$ cat config.mk
export PLATFORM = sky130hd
export DESIGN_NAME = output_deskew_buffer
export DESIGN_NICKNAME = d
export VERILOG_FILES = /design/src/rtl/output_deskew_buffer.sv
export SDC_FILE = /design/constraint.sdc
export NUM_CORES = 1
export LEC_CHECK = 0
export BUFFER_PORTS_ARGS = -buffer_cell sky130_fd_sc_hd__buf_2
export CORE_ASPECT_RATIO = 1.5
export CORE_MARGIN = 2
export CORE_UTILIZATION = 53
export CTS_BUF_LIST = sky130_fd_sc_hd__clkbuf_8
export DETAILED_ROUTE_END_ITERATION = 10
export PLACE_DENSITY = 0.75
export SYNTH_ARGS = -nofsm -noshare
export SYNTH_HDL_FRONTEND = slang
export SYNTH_SLANG_ARGS = --single-unit
$ cat constraint.sdc
create_clock -name clk -period 8.4 [get_ports clk]
set_input_delay 1.26 -clock clk [delete_from_list [all_inputs] [get_ports clk]]
set_output_delay 1.26 -clock clk [all_outputs]
set_load 0.05 [all_outputs]
$ cat src/rtl/output_deskew_buffer.sv
// Realigns the diagonally skewed systolic-array output into flat rows, queued in a
// small FWFT row FIFO. Define DESKEW_ALIGN_CHECK_EN to require all lane valids per row.
module output_deskew_buffer #(
  parameter int N      = 2,
  parameter int DATA_W = 16,
  parameter int DEPTH  = 4
) (
  input  logic                             clk,
  input  logic                             rst,
  input  logic                             clear_in,
  input  logic signed [N-1:0][DATA_W-1:0]  skewed_data_in,
  input  logic        [N-1:0]              skewed_valid_in,
  output logic signed [N-1:0][DATA_W-1:0]  flat_data_out,
  output logic                             flat_valid_out,
  input  logic                             flat_ready_in,
  output logic        [$clog2(DEPTH+1)-1:0] fifo_count,
  output logic                             overflow,
  output logic                             align_err
);

  localparam int PW = $clog2(DEPTH);
  localparam int CW = $clog2(DEPTH+1);

  logic [N-1:0][DATA_W-1:0] row_data;
  logic [N-1:0]             row_vld;
  logic                     row_v;

  // Deskew: lane j waits N-1-j cycles so every lane of a row lines up with lane N-1.
  for (genvar j = 0; j < N; j++) begin : g_lane
    localparam int D = N - 1 - j;
    if (D == 0) begin : g_pass
      assign row_data[j] = skewed_data_in[j];
      assign row_vld[j]  = skewed_valid_in[j];
    end else begin : g_dly
      logic [DATA_W-1:0] dat_q [D];
      logic [D-1:0]      vld_q;

      always_ff @(posedge clk or posedge rst) begin
        if (rst) begin
          for (int k = 0; k < D; k++) dat_q[k] <= '0;
          vld_q <= '0;
        end else if (clear_in) begin
          for (int k = 0; k < D; k++) dat_q[k] <= '0;
          vld_q <= '0;
        end else begin
          dat_q[0] <= skewed_data_in[j];
          vld_q[0] <= skewed_valid_in[j];
          for (int k = 1; k < D; k++) begin
            dat_q[k] <= dat_q[k-1];
            vld_q[k] <= vld_q[k-1];
          end
        end
      end

      assign row_data[j] = dat_q[D-1];
      assign row_vld[j]  = vld_q[D-1];
    end
  end

`ifdef DESKEW_ALIGN_CHECK_EN
  logic align_hit;
  logic align_err_q;

  // A partially valid row is a skew fault: flag it and drop the row.
  assign align_hit = (|row_vld) && !(&row_vld);
  assign row_v     = &row_vld;

  always_ff @(posedge clk or posedge rst) begin
    if (rst)           align_err_q <= 1'b0;
    else if (clear_in) align_err_q <= 1'b0;
    else if (align_hit) align_err_q <= 1'b1;
  end

  assign align_err = align_err_q;
`else
  logic unused_lane_vld;

  assign row_v           = row_vld[0];
  assign unused_lane_vld = ^row_vld[N-1:1];
  assign align_err       = 1'b0;
`endif

  logic [N-1:0][DATA_W-1:0] mem_q [DEPTH];
  logic [PW-1:0]            wr_ptr_q, wr_ptr_d;
  logic [PW-1:0]            rd_ptr_q, rd_ptr_d;
  logic [CW-1:0]            count_q, count_d;
  logic                     overflow_q, overflow_d;
  logic                     full, pop, push;

  always_comb begin
    full       = (count_q == CW'(DEPTH));
    pop        = (count_q != '0) && flat_ready_in;
    push       = row_v && (!full || pop);
    wr_ptr_d   = wr_ptr_q + PW'(push);
    rd_ptr_d   = rd_ptr_q + PW'(pop);
    count_d    = count_q + CW'(push) - CW'(pop);
    overflow_d = overflow_q | (row_v && full && !pop);
  end

  // Row FIFO: the array cannot be stalled, so a row arriving at a full FIFO is lost.
  always_ff @(posedge clk or posedge rst) begin
    if (rst) begin
      for (int k = 0; k < DEPTH; k++) mem_q[k] <= '0;
      wr_ptr_q   <= '0;
      rd_ptr_q   <= '0;
      count_q    <= '0;
      overflow_q <= 1'b0;
    end else if (clear_in) begin
      for (int k = 0; k < DEPTH; k++) mem_q[k] <= '0;
      wr_ptr_q   <= '0;
      rd_ptr_q   <= '0;
      count_q    <= '0;
      overflow_q <= 1'b0;
    end else begin
      if (push) mem_q[wr_ptr_q] <= row_data;
      wr_ptr_q   <= wr_ptr_d;
      rd_ptr_q   <= rd_ptr_d;
      count_q    <= count_d;
      overflow_q <= overflow_d;
    end
  end

  assign flat_data_out  = mem_q[rd_ptr_q];
  assign flat_valid_out = (count_q != '0);
  assign fifo_count     = count_q;
  assign overflow       = overflow_q;

endmodule

== After elaboration in Yosys (flattened, before gate mapping) ==
Index checks and enable logic that the tools add are counted.
Storage, ports and cells
  input port bits: 38
  word-level logic and storage cells: 49
  output and inout port bits: 38
  bits in registers: 153
Cells by class
  reductions and logical operators: 10
  $add $sub $neg: 4
  equality and inequality tests: 1
  mux-type cells: 14
  bitwise logic cells: 3
  magnitude comparators: 3
Operators by type and width (number)
  128-bit two-way mux: 2
  128-bit bitwise mux: 1
  32-bit two-way mux: 3
  32-bit binary-select mux with 2-bit select: 1
  32-bit demux with 2-bit select: 1
  16-bit two-way mux: 1
  3-bit >= comparator, second input constant: 2
  2-bit NOT with 3-bit output: 2
  1-bit logical AND: 5
  2-bit by 1-bit adder with 2-bit output: 2
  2-bit two-way mux: 2
  3-bit by 1-bit adder with 3-bit output: 1
  3-bit == test, second input constant: 1
  3-bit by 1-bit < comparator with 1-bit output, second input constant: 1
  3-bit two-way mux: 1
  3-bit nonzero test: 1
  3-bit by 1-bit subtractor with 3-bit output: 1
  1-bit zero test: 2
  1-bit two-way mux: 2
  2-bit nonzero test: 1
  1-bit logical OR: 1
  1-bit OR: 1

== Depth between registers and ports, before layout ==
Gate-level depths: netlist of run 1.
  word-level depth: 8
  depth in mapped cells: 9
  mapped depth without buffers: 9

== Worst setup path before layout of run 1 ==
No wires, ideal clock.
  path kind: input to register
  start: input port flat_ready_in
  end: register count_q[2] (netlist: fifo_count[2])
  path slack: 5.415 ns
  setup time: 0.132 ns
  stages on the path: 9
  data arrival time: 2.853 ns
  data required time: 8.268 ns
  cells stage by stage: or4b_4 nand2_1 ha_1 inv_1 ha_1 inv_1 fa_1 xnor2_1 nor2_1
On the way
  word-level cells in the longest chain between the ends: 6
RTL lines
  start: declaration: RTL line 15  | input logic flat_ready_in,
  1-bit logical AND *: RTL line 92  | pop = (count_q != '0) && flat_ready_in;
  1-bit logical OR: RTL line 93  | push = row_v && (!full || pop);
  1-bit logical AND: RTL line 93
  3-bit by 1-bit adder with 3-bit output: RTL line 96  | count_d = count_q + CW'(push) - CW'(pop);
  3-bit by 1-bit subtractor with 3-bit output *: RTL line 96
  3-bit two-way mux *: RTL line 108  | end else if (clear_in) begin
  end signal: assignment: RTL line 118  | count_q <= count_d;
  end: declaration: RTL line 86  | logic [CW-1:0] count_q, count_d;
Every way passes the cells marked *; elsewhere a longest branch is shown, timed or not.
A chain may end at the register's enable or synchronous reset.

==> impl_results.md, run 1 <==
- Status: finished clean
- Final slew viol count: 0
- Ys async rst share: 100.0%
- Clock Pin Slew Worst Setup and Hold Paths: 0.09 ns
- Top post-synthesis cells by area: dfrtp_1 (51%), mux4_2 (9.6%), mux2i_1 (8.5%), nand2b_1 (8.2%), o21ai_0 (7.4%)
- GR Util All Layers: 22.91%
- Non-filler instance count after layout: 870
- Startpoint Class: flop
- Port bufs: 73
- Min-Delay Path Class: reg -> reg
- Top-count cell post-synth: dfrtp_1
- Vias per cell: 5.699
- Initial antenna violation count: 0
- Core Region: 13930 sq um
- Root buf cell: clkbuf_8
- # DRC: 0
- Critical path endpoint category: output pin
- Top FF cell, synth: dfrtp_1
- Top cell type's share of synthesized area: 51.04%
- Synth top cells by count: dfrtp_1 (153), o21ai_0 (111), nand2b_1 (98), nor2b_1 (84), mux2i_1 (64)
- Total CTS buffers: 17
- Post-synthesis xor/xnor area fraction: 0.4671%
- Synth Area in Adders: 0.9341%
- Vias: 4958
- Critical path type: reg -> out
- Crit share post-route: 43.08%
- RSZ-0062 raised after global routing: no
- Multi-input logic area: 3369 sq um
- Wire per inst: 18.29 um
- EDFF count, synth: 0
- Distinct cell type count after synthesis: 31
- Synthesized cell area: 7501 sq um
- Crit-path max FO: 26
- Post-synthesis register bit count: 153
- Area Overhead vs Synth: 10.11%
- Critical Path RT: 7.14 ns
- Final setup viols: 0
- Max_slew headroom: 27.03%
- Ant. Diodes: 0
- Chip Width: 101.1 um
- Share of layout cells above drive strength 1: 21.70%
- Congestion Overflow GR: 0
- Total clock sinks: 153
- Layout net count: 735
- Clk_skew: 0.01253 ns
- Placed Cells: 838
- Vias in the first global route: 5290
- Die Ht: 149.7 um
- Antenna Nets Post-Route: 0
- Register area share after synthesis: 51.04%
- Detailed Place HPWL: 9.121 mm
- Reg area: 3831 sq um
- Hold Vio Cnt, Final: 0
- Clk buf depth: 2
- Clock Latency Late Sink: 0.45 ns
- Max Cap Viol: 0
- Syn Area/Cell: 11.61 sq um
- Setup Fix Bufs, Post-CTS: 0
- CTS tree: built
- R2R Setup Slk: 5.69 ns
- GPL Wtd Cong: 0.7524
- Final wirelength: 15.91 mm
- Drt first pass iters: 4
- Largest area contributor in the netlist: dfrtp_1
- Post-route setup TNS: 0 ns
- Cell count after synthesis: 646
- Complex-gate fraction of the synthesized area: 8.607%
- Worst VDD drop: 0.09995 mV
- Largest family of logic cells by synthesized area: multiplexers
- Initial Util: 53.86%
- Static Leak: 0.003992 uW
- CTS H-tree depth: 4
- PD cells: 205.8 nW/um^2
- Simple-Gate Fraction of Synth Area: 16.58%
- Syn Nets: 689
- Rows: 53
- Mux share of post-synthesis cell area: 18.15%
- Final setup margin: 4.781 ns
- Post-CTS Resized: 0
- First-pass GRT wire length: 26.63 mm
- DRT iter0 DRCs: 290
- # hold bufs at CTS: 0
- Synth Warn #: 0
- Setup slack at placement: 4.845 ns
- Die area: 15140 sq um
- CP arrival: 2.36 ns
- Crit path time final: 3.619 ns
- Fill cells: 1144
- Worst slew pin tran: 1.095 ns
- Largest net degree at the start of global routing: 110
- I/O pins: 76
- Max Freq: 276.3 MHz
==> worst max-delay path: stages, from the launching register on <==
cell,delay (ns)
dfrtp_2,0.54
buf_4,0.51
mux4_2,0.61
buf_2,0.23
==> metal layers <==
layer	global-route usage (%)	vias to the layer above	routed length, um	share of wire, %
li1	-	2304	-	-
met1	29.48	2500	6588	41
met2	38.51	132	8219	52
met3	4.204	22	760	4.8
met4	8.649	0	340	2.1
met5	0	-	0	0
==> sequential cells by signal, indices dropped and copies added (netlist names) <==
signal and flops:
g_lane.g_dly.vld_q 1, g_lane.g_dly.dat_q 16, fifo_count 3, mem_q 128, rd_ptr_q 2, overflow 1
wr_ptr_q 2
==> cells by family after synthesis <==
kind of cell	count (synthesis)
flip-flops	153
buffers and inverters	59
AO/OA/AOI/OAI	129
other	1
AND/OR/NAND/NOR	199
adder cells (fa/ha/maj)	5
multiplexers	96
XOR/XNOR	4
==> power by group <==
group	switching, uW	internal, uW
Clock	279	272
Sequential	41.3	762
Combinational	217	129
Total	537	1160
==> layout make-up <==
class                      count  share of cell area, %
multi-input combinational    434                  40.80
timing repair buffer          82                  5.272
clock buffer                  18                  3.000
clock inverter                14                  1.803
tap                          165                  2.500
inverter                       4                 0.2424
sequential                   153                  46.39
==> path summary, 6_finish.rpt <==
| check | startpoint | end | cells after the start |
|---|---|---|---|
| worst max-delay path | rd_ptr_q[0] | flat_data_out[21] | 3 |
| worst min-delay path | overflow | overflow | 2 |
| worst max register to register | fifo_count[0] | mem_q[75] | 4 |
| worst min register to register | overflow | overflow | 2 |
| max in group asynchronous | rst | mem_q[118] | 3 |
| min in group asynchronous | rst | overflow | 2 |
==> through the flow <==
| stage | hold slack [ns] | cell area [sq um] | power [uW] | util, % |
|---|---|---|---|---|
| floorplan | 0.5103 | 7501 | 1090 | - |
| global placement | 0.4785 | 7863 | 1163 | 56.46 |
| detailed placement | 0.4800 | 7863 | 1170 | 56.46 |
| CTS | 0.5019 | 8259 | 1718 | 59.31 |
| global route | 0.5291 | 8259 | 1777 | 59.31 |
| finish | 0.4951 | 8259 | 1700 | 59.31 |
==> cells in the final DEF, fill, tap and decap left out, drive strengths merged <==
cell type  count
mux4          32
or3            2
ha             4
dfrtp        153
a21oi          1
nor4b          1
fa             1
bufinv         2
and2           1
nand2          2
buf           82
conb           1
xnor2          3
clkbuf        18
or4b           1
nor3           1
inv            5
clkinv         7
nand2b        98
mux2i         64
clkinvlp       4
nand3          2
nor2b         84
nand3b         1
o21ai        128
nor2           6
xor2           1
Power figures use the tool's default switching activity.
==> run 2, diff against run 1 <==
Settings changed: ABC_AREA set to 1, PLACE_DENSITY 0.75 to 0.78.
Clock period 8.4 ns to 2.98 ns, I/O delays scaled along.
==> run 2 against run 1 <==
Net effect:
- non-clock buffer count grew 14
- routed wire length is 25% higher
- global-route usage up 4.3 points
- sequential share of layout area decreased by 0.91 points
- clock power grew to 3.1 times the previous value
- register-to-register slack got worse by 5.1 ns
- total power rose to 3.8 times the previous value
- sequential cell count unchanged
- critical path type unchanged
- largest cell class unchanged
- highest routed layer unchanged
==> impl_results.md, run 2 <==
- Vias in the first global route: 6532 (+23%)
- Largest family of logic cells by synthesized area: simple AND/OR/NAND/NOR gates
- Distinct cell type count after synthesis: 24 (-23%)
- Startpoint Class: flop
- Largest net degree at the start of global routing: 94 (-15%)
- Hold Path Stages: 3 (+1)
- First-pass GRT wire length: 32.63 mm (+23%)
- Critical path type: reg -> out
- Area Overhead vs Synth: 11.34%
- I/O pins: 76 (unchanged)
- RSZ-0062 raised after global routing: no
- Min-Delay Path Class: in -> reg
- Max Freq: 350.7 MHz
- CP arrival: 2.40 ns (+0.04 ns)
- Worst slew pin tran: 0.9771 ns (-0.1174 ns)
- Largest area contributor in the netlist: dfrtp_1
- Rows: 53 (unchanged)
- Crit share post-route: 95.70%
- Root buf cell: clkbuf_8
- Critical path endpoint category: output pin
- Vias: 6866 (+38%)
- Synth top cells by count: dfrtp_1 (153), nand2_1 (134), nand3_1 (129), nand4_1 (128), nor2_1 (121)
- Clk buf depth: 2 (unchanged)
- Biggest register: mem_q
- CTS H-tree depth: 4 (unchanged)
- Die Ht: 150.4 um (+0.46%)
- Critical Path RT: 2.53 ns (-4.61 ns)
- Antenna Nets Post-Route: 0 (unchanged)
- EDFF count, synth: 0 (unchanged)
- Commonest cells after routing, fill and taps aside: dfrtp_1 (151), nand2_1 (134), nand3_1 (129)
- Flip-flop count of the largest register after layout: 128 (unchanged)
- Core Region: 13990 sq um (+0.48%)
- Clk_skew: 0.01159 ns (-0.0009424 ns)
- Post-CTS Resized: 0 (unchanged)
- Worst VDD drop: 0.5754 mV (+480%)
- Ys async rst share: 100.0% (unchanged)
- Port bufs: 73 (unchanged)
- Post-synthesis register bit count: 153 (unchanged)
- Static Leak: 0.004568 uW (+14%)
- Mux share of post-synthesis cell area: 0% (-18 points)
- Clock Pin Slew Worst Setup and Hold Paths: 0.09 ns (about the same)
- Crit-path max FO: 42 (+62%)
- Total CTS buffers: 17 (unchanged)
- Congestion Overflow GR: 0 (unchanged)
- DRT iter0 DRCs: 497 (+71%)
- Max Cap Viol: 0 (unchanged)
- Post-synthesis xor/xnor area fraction: 0.2313% (-0.24 points)
- Crit path time final: 2.852 ns
- # DRC: 0 (unchanged)
- PD cells: 774.8 nW/um^2 (+280%)
- Initial Util: 54.12% (+0.25 points)
- GPL Wtd Cong: 0.7697 (+2.3%)
- Synth Warn #: 0 (unchanged)
- Fill cells: 1285 (+12%)
- Clock Latency Late Sink: 0.46 ns (about the same)
- Register-to-Register Path Depth: 6 (+2)
- Layout net count: 1004 (+37%)
- Chip Width: 101.6 um (+0.45%)
- Cell count after synthesis: 939 (+45%)
- Ant. Diodes: 0 (unchanged)
- Reg area: 3834 sq um (about the same)
- Hold Vio Cnt, Final: 0 (unchanged)
- Max_slew headroom: 34.86% (+7.8 points)
- Drt first pass iters: 5 (+1)
- GR Util All Layers: 27.25% (+4.3 points)
- Top-count cell post-synth: dfrtp_1
- Register area share after synthesis: 50.56% (-0.48 points)
- Area post-placement: 7986 sq um (+1.6%)
- Top cell type's share of synthesized area: 50.56% (-0.48 points)
- Commonest non-fill, non-tap cell in the layout: dfrtp_1
- Hold WS: 0.1710 ns (-0.3241 ns)
- Simple-Gate Fraction of Synth Area: 32.60% (+16 points)
- Initial antenna violation count: 0 (unchanged)
- Post-route setup TNS: 0 ns (unchanged)
- Syn Nets: 982 (+43%)
- Die area: 15280 sq um (+0.92%)
- Wire per inst: 17.00 um (-7.0%)
- CTS tree: built
- Synth Area in Adders: 0.9253% (-0.0088 points)
- Final setup viols: 0 (unchanged)
- Share of layout cells above drive strength 1: 14.49% (-7.2 points)
- Detailed Place HPWL: 10.63 mm (+16%)
- Total clock sinks: 153 (unchanged)
- Complex-gate fraction of the synthesized area: 7.171% (-1.4 points)
- Top post-synthesis cells by area: dfrtp_1 (51%), nand4_1 (11%), nand3_1 (8.5%), nand2_1 (6.6%), nor2_1 (6.0%)
- Final wirelength: 19.81 mm (+25%)
- Syn Area/Cell: 8.064 sq um (-31%)
- Cell area after layout: 8431 sq um (+2.1%)
- Vias per cell: 5.894 (+3.4%)
- Multi-input logic area: 3108 sq um (-7.8%)
- Synthesized cell area: 7572 sq um (+0.95%)
- Status: finished clean
- Final slew viol count: 0 (unchanged)
- Top FF cell, synth: dfrtp_1
## run 2: metrics by stage
stage	power (uW)	worst slack (ns)	util [%]	std cells
after detailed placement	4821	0.6422	57.08	1133
after global routing	6827	0.03564	60.25	1165
after CTS	6533	0.1664	60.25	1165
after global placement	4807	0.6770	57.08	1133
after floorplan	4190	0.3965	-	939
final	6532	0.1282	60.25	1165
## run 2: power breakdown
part / switching, uW / internal [uW]
clock: 784 / 949
sequential: 65.3 / 2150
combinational: 2010 / 573
total: 2860 / 3670
## run 2: cells by family after synthesis
group           after synthesis
fa+ha+maj                     5
simple gates                520
flops                       153
buf+inv                     158
compound gates              100
xor+xnor                      2
other cells                   1
## run 2: repair_timing
| action | 4_1_cts | 5_1_grt |
|---|---|---|
| setup buffers | 0 | 0 |
| setup endpoints to repair | 0 | 0 |
| endpoints found under the hold margin | 14 | 0 |
| hold buffers | 1 | 0 |
## run 2: area by class of cell
cell class	instances	share of cell area (%)
Sequential cell	153	45.47
Multi-Input combinational cell	628	36.87
Timing Repair Buffer	96	6.708
Clock buffer	19	3.102
Inverter	65	2.953
Tap cell	192	2.850
Clock inverter	12	2.048
## run 2: final timing paths
kind	startpoint	end	slack, ns
worst max-delay path	rd_ptr_q[0]	flat_data_out[3]	0.13
worst min-delay path	skewed_data_in[4]	g_lane[0].g_dly.dat_q[4]	0.17
worst max register to register	fifo_count[1]	mem_q[105]	0.56
worst min register to register	mem_q[92]	mem_q[92]	0.49
max in group asynchronous	rst	g_lane[0].g_dly.vld_q	1.67
min in group asynchronous	rst	mem_q[61]	0.53
## run 2: critical path: stages, from the launching register on
cell,delay [ns]
dfrtp_2,0.37
clkinv_1,0.54
buf_12,0.42
o21ai_0,0.23
o22ai_1,0.13
buf_2,0.23
## run 2: per-layer routing
layer / up-vias / global-route usage [%] / wire, um
li1: 3264 / - / -
met1: 3258 / 36.57 / 8115
met4: 0 / 12.91 / 757
met3: 61 / 4.318 / 1280
met2: 283 / 43.13 / 9656
met5: - / 0 / 0
==> run 3, diff against run 2 <==
Settings changed: ABC_AREA 1 to not set, CELL_PAD_IN_SITES_DETAIL_PLACEMENT set to 2, CELL_PAD_IN_SITES_GLOBAL_PLACEMENT set to 2, CORE_UTILIZATION 53 to 37, PLACE_DENSITY 0.78 to 0.8.
==> run 3 against run 2 <==
Net effect:
- non-clock buffer count down 6
- count of clock-buffer cells in the layout increased by 1
- routed wire length up 6.2%
- worst hold slack gained 0.035 ns
- first-iteration DRC count is 46% lower
- via count is 24% lower
- utilization shrank 18 points
- cell area increased by 0.13%
- fmax is 11% higher
- worst setup slack better by 0.27 ns
- sequential power increased by 2%
- register-to-register slack barely moved
- largest power group is now registers
- highest routed layer unchanged
==> impl_results.md, run 3 (synthesis results as in run 1) <==
- Worst path cell trace: buf_12 > mux4_2 > buf_2
- Comb power frac: 23.2% (-16 points)
- R2R Setup Slk: 0.56 ns (about the same)
- Worst VDD drop: 0.2475 mV (-57%)
- Static Leak: 0.004037 uW (-12%)
- Crit path time final: 2.579 ns (-0.2733 ns)
- Top delay family on crit path: multiplexers
- Clock Latency Late Sink: 0.46 ns (about the same)
- Vias per cell: 5.369 (-8.9%)
- Startpoint Class: flop
- Last element of the critical path: flat_data_out[27]
- GR Util All Layers: 21.03% (-6.2 points)
- Max incr delay on CP: 0.58 ns (+0.04 ns)
- Core Region: 19860 sq um (+42%)
- Area Overhead vs Synth: 12.54%
- Hold WS: 0.2064 ns (+0.03544 ns)
- Commonest non-fill, non-tap cell in the layout: dfrtp_1
- Multi-input logic area: 3374 sq um (+8.6%)
- P_sw: 1530 uW (-47%)
- Reg power frac: 48.0% (+14 points)
- Crit share post-route: 86.53% (-9.2 points)
- Worst slew pin tran: 1.093 ns (+0.1161 ns)
- Detailed Place HPWL: 13.32 mm (+25%)
- Total clock sinks: 153 (unchanged)
- Root buf cell: clkbuf_8
- CP Depth: 3 (-2)
- Chip Width: 120.3 um (+18%)
- Vias: 5197 (-24%)
- CP arrival: 2.13 ns (-0.27 ns)
- Crit-path max FO: 27 (-36%)
- Clk_skew: 0.01327 ns (+0.001685 ns)
- Critical path endpoint category: output pin
- # DRC: 0 (unchanged)
- Clock power share: 28.8% (+2.3 points)
- Reg area: 3831 sq um (about the same)
- Slowest CP cell: mux4_2
- Port bufs: 73 (unchanged)
- Commonest cells after routing, fill and taps aside: dfrtp_1 (151), o21ai_0 (111), nand2b_1 (96)
- Min-Delay Path Class: in -> reg
- Die area: 21450 sq um (+40%)
- Setup Fix Bufs, Post-CTS: 0 (unchanged)
- Largest net degree at the start of global routing: 81 (-14%)
- Max_slew headroom: 26.97% (-7.9 points)
- Clk buf depth: 2 (unchanged)
- Final slew viol count: 0 (unchanged)
- RR Startpoint: fifo_count[1]
- Met2 wire length: 11.64 mm (+20%)
- Routed wl met3: 428 um (-67%)
- RSZ-0062 raised after global routing: no
- Critical path type: reg -> out
- Ant. Diodes: 0 (unchanged)
- Post-route setup TNS: 0 ns (unchanged)
- # hold bufs at CTS: 0 (-1)
- Rows: 63 (+19%)
- Status: finished clean
- Flip-flop count of the largest register after layout: 128 (unchanged)
- Biggest register: mem_q
- Initial antenna violation count: 0 (unchanged)
- Congestion Overflow GR: 0 (unchanged)
- First-pass GRT wire length: 34.21 mm (+4.8%)
- Die Ht: 178.4 um (+19%)
- Max Freq: 387.8 MHz (+11%)
- Area post-placement: 8133 sq um (+1.8%)
- Antenna Nets Post-Route: 0 (unchanged)
- Total CTS buffers: 17 (unchanged)
- Pint: 3159 uW (-14%)
- Drt first pass iters: 4 (-1)
- Fill cells: 2093 (+63%)
- CTS tree: built
- Critical Path RT: 2.53 ns (about the same)
- Initial Util: 37.76% (-16 points)
- Post-CTS Resized: 0 (unchanged)
- Worst setup startpoint: rd_ptr_q[0]
- Highest Signal Layer: met4
- I/O pins: 76 (unchanged)
- Cell area after layout: 8442 sq um (+0.13%)
- PD cells: 555.4 nW/um^2 (-28%)
- Met1 wire length: 8.455 mm (+4.2%)
- Clock Pin Slew Worst Setup and Hold Paths: 0.08 ns (about the same)
- Vias in the first global route: 6144 (-5.9%)
- GPL Wtd Cong: 0.7264 (-5.6%)
- Worst path bufs/invs: 2 (-1)
- Hold Vio Cnt, Final: 0 (unchanged)
- CTS H-tree depth: 4 (unchanged)
- Layout net count: 743 (-26%)
- Final wirelength: 21.04 mm (+6.2%)
- Register-to-Register Path Depth: 9 (+3)
- Wire per inst: 21.73 um (+28%)
- Final setup viols: 0 (unchanged)
- Max Cap Viol: 0 (unchanged)
- Share of layout cells above drive strength 1: 21.89% (+7.4 points)
- Sw frac: 32.63% (-11 points)
- Reg-to-reg critical path endpoint: fifo_count[2]
- DRT iter0 DRCs: 268 (-46%)
run 3: final cells by class:
class	count	share of cell area [%]
Timing Repair Buffer	90	6.907
Multi-Input combinational cell	434	39.97
Inverter	4	0.2223
Tap cell	260	3.854
Clock buffer	20	3.261
Sequential cell	153	45.38
Clock inverter	7	0.4002
run 3: per-stage QoR:
| step | setup slack (ns) | utilization [%] | instances | total power [uW] |
|---|---|---|---|---|
| floorplan | 0.2689 | - | 646 | 3073 |
| global placement | 0.5864 | 40.94 | 941 | 3358 |
| finish | 0.4014 | 42.50 | 968 | 4688 |
| detailed placement | 0.5185 | 40.94 | 941 | 3402 |
| global route | 0.2878 | 42.50 | 968 | 4921 |
| CTS | 0.3318 | 42.50 | 968 | 4769 |
run 3: worst min-delay path by stage:
| stage | startpoint | endpoint | slack [ns] | cells past startpoint |
|---|---|---|---|---|
| detailed placement | overflow | overflow | 0.49 | 2 |
| global placement | overflow | overflow | 0.49 | 2 |
| finish | skewed_data_in[3] | g_lane[0].g_dly.dat_q[3] | 0.21 | 2 |
| floorplan | mem_q[80] | mem_q[80] | 0.51 | 2 |
| CTS | skewed_data_in[3] | g_lane[0].g_dly.dat_q[3] | 0.17 | 2 |
| global route | skewed_data_in[3] | g_lane[0].g_dly.dat_q[3] | 0.21 | 2 |
run 3: layer usage:
layer  global-route usage (%)  up-vias
li1                         -     2325
met2                    38.75       81
met5                        0        -
met3                    3.069       33
met1                    24.46     2758
met4                    8.236        0
run 3: power by group through the flow:
stage | registers [uW] | logic (uW) | clock network (uW)
2_1_floorplan | 2280 | 796 | 0
3_3_place_gp | 2280 | 1080 | 0
3_5_place_dp | 2290 | 1110 | 0
4_1_cts | 2250 | 1110 | 1400
5_1_grt | 2270 | 1180 | 1480
6_report | 2250 | 1090 | 1350
run 3: worst register-to-register path: cells and delay by family, from the launching register on:
kind / cells / cell delay [ns]
buffers and inverters: 2 / 0.11
adder cells (fa/ha/maj): 3 / 0.74
AND/OR/NAND/NOR: 3 / 0.80
flip-flops: 1 / 0.49
XOR/XNOR: 1 / 0.17
